### src/rtl/uart_rx_pkg.sv
// Shared UART receive definitions: parity encodings, frame bit positions and
// deframer FSM state codes.
package uart_rx_pkg;

  localparam logic [1:0] PAR_NONE0 = 2'b00;
  localparam logic [1:0] PAR_ODD   = 2'b01;
  localparam logic [1:0] PAR_EVEN  = 2'b10;
  localparam logic [1:0] PAR_NONE3 = 2'b11;

  localparam int unsigned START_BIT = 10;
  localparam int unsigned D0_BIT    = 9;
  localparam int unsigned PAR_BIT   = 1;
  localparam int unsigned STOP_BIT  = 0;

  localparam logic [0:0] IDLE  = 1'b0;
  localparam logic [0:0] CHECK = 1'b1;

endpackage

### src/rtl/rx_parity_check.sv
// Combinational parity checker: flags a mismatch between the received parity
// bit and the parity implied by the data byte and the selected parity mode.
module rx_parity_check
  import uart_rx_pkg::*;
#(
  parameter int unsigned DATA_W = 8
) (
  input  logic [DATA_W-1:0] data_byte,
  input  logic              parity_bit,
  input  logic [1:0]        parity_type,
  output logic              parity_error_c
);

  logic data_xor;

  assign data_xor = ^data_byte;

  // Both no-parity encodings ignore the received parity bit.
  always_comb begin
    parity_error_c = 1'b0;
    case (parity_type)
      PAR_ODD:  parity_error_c = (parity_bit != ~data_xor);
      PAR_EVEN: parity_error_c = (parity_bit != data_xor);
      default:  parity_error_c = 1'b0;
    endcase
  end

endmodule

### src/rtl/rx_deframe.sv
// UART receive deframer: checks start/stop/parity of a captured frame, presents
// the data byte with a valid/ack handshake, sticky overrun and saturating error count.
module rx_deframe
  import uart_rx_pkg::*;
#(
  parameter int unsigned FRAME_W  = 11,
  parameter int unsigned DATA_W   = 8,
  parameter int unsigned ERRCNT_W = 8
) (
  input  logic                baud_clk,
  input  logic                reset_n,
  input  logic                recieved_flag,
  input  logic [FRAME_W-1:0]  data_parll,
  input  logic [1:0]          parity_type,
  input  logic                rd_ack,
  output logic [DATA_W-1:0]   data_out,
  output logic                data_valid,
  output logic                parity_error,
  output logic                start_error,
  output logic                stop_error,
  output logic                overrun,
  output logic [ERRCNT_W-1:0] err_count
);

  logic [0:0]          state_q;
  logic [0:0]          state_n;
  logic                flag_d;
  logic                rise;
  logic [FRAME_W-1:0]  frame_q;
  logic [FRAME_W-1:0]  frame_n;
  logic [DATA_W-1:0]   byte_c;
  logic                parity_error_c;
  logic                any_error_c;

  logic [DATA_W-1:0]   data_n;
  logic                valid_n;
  logic                perr_n;
  logic                serr_n;
  logic                sterr_n;
  logic                ovr_n;
  logic [ERRCNT_W-1:0] cnt_n;

  assign rise = recieved_flag & ~flag_d;

  // D0 is transmitted first, so it sits in the highest data position of the frame.
  always_comb begin
    byte_c = '0;
    for (int unsigned i = 0; i < DATA_W; i++) begin
      byte_c[i] = frame_q[D0_BIT-i];
    end
  end

  rx_parity_check #(
    .DATA_W (DATA_W)
  ) u_parity (
    .data_byte      (byte_c),
    .parity_bit     (frame_q[PAR_BIT]),
    .parity_type    (parity_type),
    .parity_error_c (parity_error_c)
  );

  assign any_error_c = parity_error_c | frame_q[START_BIT] | ~frame_q[STOP_BIT];

  // Next-state and next-output logic; the CHECK set of data_valid overrides an ack.
  always_comb begin
    state_n = state_q;
    frame_n = frame_q;
    data_n  = data_out;
    valid_n = data_valid;
    perr_n  = parity_error;
    serr_n  = start_error;
    sterr_n = stop_error;
    ovr_n   = overrun;
    cnt_n   = err_count;

    if (data_valid && rd_ack) begin
      valid_n = 1'b0;
      ovr_n   = 1'b0;
    end

    case (state_q)
      IDLE: begin
        if (rise) begin
          frame_n = data_parll;
          state_n = CHECK;
          if (data_valid && !rd_ack) begin
            ovr_n = 1'b1;
          end
        end
      end
      CHECK: begin
        data_n  = byte_c;
        perr_n  = parity_error_c;
        serr_n  = frame_q[START_BIT];
        sterr_n = ~frame_q[STOP_BIT];
        valid_n = 1'b1;
        if (any_error_c && (err_count != {ERRCNT_W{1'b1}})) begin
          cnt_n = err_count + ERRCNT_W'(1);
        end
        state_n = IDLE;
      end
      default: state_n = IDLE;
    endcase
  end

  always_ff @(posedge baud_clk or negedge reset_n) begin
    if (!reset_n) begin
      state_q      <= IDLE;
      flag_d       <= 1'b0;
      frame_q      <= '0;
      data_out     <= '0;
      data_valid   <= 1'b0;
      parity_error <= 1'b0;
      start_error  <= 1'b0;
      stop_error   <= 1'b0;
      overrun      <= 1'b0;
      err_count    <= '0;
    end else begin
      state_q      <= state_n;
      flag_d       <= recieved_flag;
      frame_q      <= frame_n;
      data_out     <= data_n;
      data_valid   <= valid_n;
      parity_error <= perr_n;
      start_error  <= serr_n;
      stop_error   <= sterr_n;
      overrun      <= ovr_n;
      err_count    <= cnt_n;
    end
  end

endmodule

### config.mk
export PLATFORM = sky130hd
export DESIGN_NAME = rx_deframe
export DESIGN_NICKNAME = d
export VERILOG_FILES = /design/src/rtl/uart_rx_pkg.sv /design/src/rtl/rx_parity_check.sv /design/src/rtl/rx_deframe.sv
export SDC_FILE = /design/constraint.sdc
export NUM_CORES = 1
export LEC_CHECK = 0
export ABC_AREA = 1
export CORE_ASPECT_RATIO = 1.5
export CORE_MARGIN = 8
export CORE_UTILIZATION = 34
export CTS_BUF_LIST = sky130_fd_sc_hd__clkbuf_8
export DETAILED_ROUTE_END_ITERATION = 8
export SYNTH_ARGS = -nofsm -noshare
export SYNTH_HDL_FRONTEND = slang
export SYNTH_SLANG_ARGS = --single-unit
### constraint.sdc
create_clock -name baud_clk -period 1.4 [get_ports baud_clk]
set_input_delay 0.42 -clock baud_clk [delete_from_list [all_inputs] [get_ports baud_clk]]
set_output_delay 0.42 -clock baud_clk [all_outputs]
set_load 0.01 [all_outputs]
Word level (Yosys, flattened, before mapping)
Index checks and enable logic that the tools add are counted.

Bits of input ports: 17. Bits in registers: 34. Word-level logic and storage cells: 40. Output and inout port bits: 21.

Equality and inequality tests: 5. Bitwise gates (word level): 7. Reduce and logical (&&, ||, !) cells: 8. Add/sub/neg operators: 1. Mux-type cells: 9.

Operators by type and width (count): 8-bit by 1-bit adder with 8-bit output, second input constant (1); 8-bit inequality test, second input constant (1); 8-bit XOR reduction (1); 1-bit 2-to-1 mux (7); 1-bit inverter (4); 1-bit one-hot mux with 2 select lines (2); 2-bit AND reduction (2); 1-bit logical AND (3); 2-bit by 1-bit == test with 1-bit output, second input constant (1); 2-bit == test, second input constant (1); 1-bit inequality test (2); 1-bit bitwise OR (2); 2-bit nonzero test (1); 1-bit AND (1); 1-bit zero test (1).

Longest topological paths before layout
Depth in word-level cells: 8. Mapped depth: 14. Depth with buffers taken out: 14.

Hierarchy
Synthesis repeated with hierarchy kept, for this count alone.

Cells, all modules: 213. Area, all modules: 1642.8 um2.

By module, submodules not included: rx_deframe (instances 1, area an instance 1457.6 um2, cells an instance 174, seq. area each 850.8 um2); rx_parity_check (instances 1, area an instance 185.2 um2, cells an instance 39, seq. area each 0.0 um2).

Worst setup path after synthesis
No wires, ideal clock.

Path kind: input -> register. From: input port parity_type[0]. To: register err_count[6]. Library setup time: 0.118 ns. Path slack: -0.172 ns. Stages: 14. Required time: 1.282 ns. Path buffers: 0. Arrival: 1.454 ns. Cells stage by stage: inv_1 -> ha_1 -> inv_1 -> nand2_1 -> nand2_1 -> nand2_1 -> nand3_1 -> nand2_1 -> nand2_1 -> nand3_2 -> nand2_4 -> nand3_4 -> nand2_1 -> nand2_1.

Word-level cells in the longest chain between the ends: 6. Elaborated cells on any way between the ends: 7. Classes of those cells: 2 x eq/ne; 1 x mux; 2 x bitwise; 2 x reduce/logical.

Ends and longest elaborated chain: start: declaration (line rx_deframe.sv:14) `input logic [1:0] parity_type,`; 2-bit == test / 2-bit by 1-bit == test with 1-bit output (equally long branches) (line rx_parity_check.sv:21) `case (parity_type)`; 1-bit one-hot mux with 2 select lines (*) (line rx_parity_check.sv:21); 1-bit bitwise OR (*) (2 in a row) (line rx_deframe.sv:62) `assign any_error_c = parity_error_c | frame_q[START_BIT] | ~frame_q[STOP_BIT];`; 1-bit logical AND (*) (line rx_deframe.sv:97) `if (any_error_c && (err_count != {ERRCNT_W{1'b1}})) begin`; 2-bit AND reduction (no line) (*); end signal: assignment (line rx_deframe.sv:128) `err_count <= cnt_n;`; end: declaration (line rx_deframe.sv:22) `output logic [ERRCNT_W-1:0] err_count`.

Every way passes the cells marked *; elsewhere a longest branch is shown, timed or not. A chain may end at the register's enable or synchronous reset.

Worst setup path after layout
From: register frame_q[5]. To: register err_count[7].

Word-level cells in the longest chain between the ends: 8. Elaborated cells on any way between the ends: 9. Classes of those cells: 2 x eq/ne; 1 x mux; 3 x bitwise; 3 x reduce/logical.

Ends and longest elaborated chain: start: declaration (line rx_deframe.sv:29) `logic [FRAME_W-1:0] frame_q;`; start signal: assignment (line rx_deframe.sv:121) `frame_q <= frame_n;`; 8-bit XOR reduction (*) (line rx_parity_check.sv:16) `assign data_xor = ^data_byte;`; 1-bit inverter (line rx_parity_check.sv:22) `PAR_ODD: parity_error_c = (parity_bit != ~data_xor);`; 1-bit inequality test (line rx_parity_check.sv:22); 1-bit one-hot mux with 2 select lines (*) (line rx_parity_check.sv:21); 1-bit bitwise OR (*) (2 in a row) (line rx_deframe.sv:62); 1-bit logical AND (*) (line rx_deframe.sv:97); 2-bit AND reduction (no line) (*).

Marks and branches as above.

==> key figures <==
Drt
  • Vias per std cell: 4.56
  • Drt drc: 0
  • Initial drt markers: 57
  • Drt wl/cell: 11.7 microns
  • DRT Pass-1 Iters: 4
  • Via count: 1,538
  • Final wirelength: 3940 microns
  • Post-DRT Antenna Nets: 0

Cells and area
  • Layout Utilization: 0.527
  • Total Nets Final: 289
  • # diodes: 0
  • Final Cell Area: 2470 sq um
  • Share of cells above drive strength 1: 0.232
  • Fillers: 444
  • Layout area overhead: 52.5%

GRT
  • First-pass GRT wire length: 6330 microns
  • GR peak layer: met2
  • Largest net degree at the start of global routing: 35
  • Initial antenna violation count: 0
  • GRT met1 Usage: 0.115
  • Vias in the first global route: 1,486
  • Total track usage: 0.112
  • Total grt overflow: 0
  • GR Layer Usage met3: 0.0329
  • GR Util met2: 0.200

Die
  • Core area: 4690 sq um
  • Die Wd: 72.4 microns
  • I/O pin cnt: 38
  • Die ar.: 7280 sq um
  • Chip height: 101 microns
  • Core Rows: 31
  • Starting Density: 0.346

Clocking
  • Clk buf depth: 2
  • CTS sink cnt: 34
  • TritonCTS clock tree: done
  • Clock transition at path regs: 70 ps
  • Root buffer cell: clkbuf_8
  • CTS buffer count: 5
  • Clk_lat worst skew: 280 ps
  • H-Tree Depth: 2
  • Hold buffer count at CTS: 0

Logic synthesis
  • Area leader, netlist: dfrtp_1
  • Post-Synthesis Net Count: 217
  • Largest cells by area after synthesis: dfrtp_1 (52%), nand2_1 (20%), o21ai_0 (5.2%), nand3_1 (4.0%), inv_1 (3.7%)
  • Post-synth cell types: 16
  • Ys flop type: dfrtp_1
  • Synth Area per Inst: 8.19 sq um
  • #FFs+latches synth: 34
  • Sequential area share after synthesis: 0.525
  • Post-Syn Area: 1620 sq um
  • Synth Warn #: 0
  • Syn Inst Count: 198
  • Share of the synthesized area in the top cell type: 0.525
  • Fraction of registers with async set/reset: 1.00
  • Number of synthesized flops with an enable pin: 0
  • Synth cell count leaders: nand2_1 (85), dfrtp_1 (34), o21ai_0 (17)
  • Most frequent cell after synthesis: nand2_1

STA
  • Fmax: 660 MHz
  • Unrepaired setup endpoints after global routing: true
  • Final Worst Setup Slack: -116 ps
  • Post-route clock skew: 6.19 ps
  • Worst Max-Slew Pin Slew: 245 ps
  • Worst hold margin: 469 ps
  • Slew margin rel.: 0.836
  • Tmin final: 1520 ps
  • Ratio of final minimum period to clock period: 1.08
  • Final setup fails: 8
  • Count of pins over their slew limit: 0
  • Setup_tns: -857 ps
  • Final hold violations: 0

Place
  • HPWL after DPL: 2800 microns
  • Pre-CTS WS: -794 ps
  • Dpl cell area: 2280 sq um
  • IO Port Bufs: 37
  • GPL Wtd Cong: 0.761

Power and ir drop
  • Net Switching: 1.05 mW
  • Peak VDD IR: 572 uV
  • Leakage power: 1.28 nW
  • Clk pwr share: 0.259
  • Internal power: 2.31 mW
  • Gate power share: 0.354
  • Switch share: 0.311
  • Pwr dens: 1360 nW/um^2
  • Register share of total power: 0.387

Critical path
  • Crit Path Max Fanout: 8
  • CP Class: reg -> reg
  • Worst Path Arrival: 1690 ps
  • Critical Path End Type: flop
  • Worst endpoint required time: 1580 ps
  • Worst setup SP type: flop

Outcome
  • Failing checks: negative setup slack
  • Outcome: finished, violations left

Job
  • Maxcap violations: 0

Min path
  • Type of the worst min-delay path: reg -> reg
## path summary, 6_finish.rpt
check / cells past startpoint / slack (ps) / startpoint / endpoint
max: 13 / -120 / frame_q[5] / err_count[7]
min: 2 / 470 / data_out[7] / data_out[7]
max reg2reg: 13 / -120 / frame_q[5] / err_count[7]
min reg2reg: 2 / 470 / data_out[7] / data_out[7]
max in group asynchronous: 2 / 720 / reset_n / frame_q[8]
min in group asynchronous: 2 / 500 / reset_n / data_valid
## power by group through the flow
stage | clock [mW] | combinational (mW) | sequential [mW]
6_report | 0.868 | 1.19 | 1.30
5_1_grt | 0.939 | 1.32 | 1.33
4_1_cts | 0.897 | 1.12 | 1.30
3_5_place_dp | 0 | 1.14 | 1.31
3_3_place_gp | 0 | 1.14 | 1.31
2_1_floorplan | 0 | 0.443 | 1.38
## layout by cell type (no fill, tap or decap), types with 8 or more instances in the layout
| master | count |
|---|---|
| nand3_1 | 13 |
| dfrtp_1 | 34 |
| nand4_1 | 8 |
| clkdlybuf4s15_1 | 15 |
| nand2_2 | 8 |
| nand2_1 | 77 |
| buf_4 | 29 |
| o21ai_0 | 17 |
| inv_1 | 11 |
| clkdlybuf4s50_1 | 14 |
## worst max-delay path: stages (launching register included)
cell,delay [ps]
dfrtp_1,390
inv_2,50
nand2_1,90
nand2_1,80
nand2_2,90
nand2_1,60
nand2_1,50
nand2_1,50
nand2_1,70
nand3_2,90
nand2_4,130
nand3_4,130
nand2_1,90
nand2_1,50
## state kept, by name (all words and copies together) (netlist names), named ones only
register and cells:
data_valid 1, parity_error 1, data_out 8, err_count 8, start_error 1, state_q 1
stop_error 1, flag_d 1, frame_q 11
## cell families after synthesis
family | share of synthesized area
and+or+nand+nor | 0.310
xor gates and xnor gates | 0.0432
adders and majority gates | 0.0154
DFF | 0.525
buffers and inverters | 0.0486
AOI/OAI and AO/OA | 0.0579
## final cells by class
class | count | area [sq um] | area share
clock buffer | 5 | 68.8 | 0.0278
multi-input combinational | 144 | 744 | 0.301
clock inverter | 3 | 37.5 | 0.0152
timing repair buffer | 69 | 622 | 0.251
sequential | 34 | 851 | 0.344
tap | 66 | 82.6 | 0.0334
inverter | 16 | 67.6 | 0.0273
## per-layer routing
metal / vias to the layer above / part of all wire
met2: 35 / 0.54
met3: 6 / 0.048
met4: 0 / 0.011
met1: 717 / 0.40
li1: 780 / -
met5: - / 0
## per-stage QoR
stage	instances	power [mW]
final	337	3.36
after global routing	337	3.59
after CTS	333	3.32
after detailed placement	320	2.46
after global placement	320	2.45
after floorplan	198	1.83
## repair_timing
item | CTS | global route
buffers inserted | 4 | 4
endpoints found under the setup margin | 30 | 19
gates resized for setup | 41 | 19
pin swaps | 13 | 2
gates cloned | 1 | 0
Note: power is estimated with default switching activity, not from simulation.
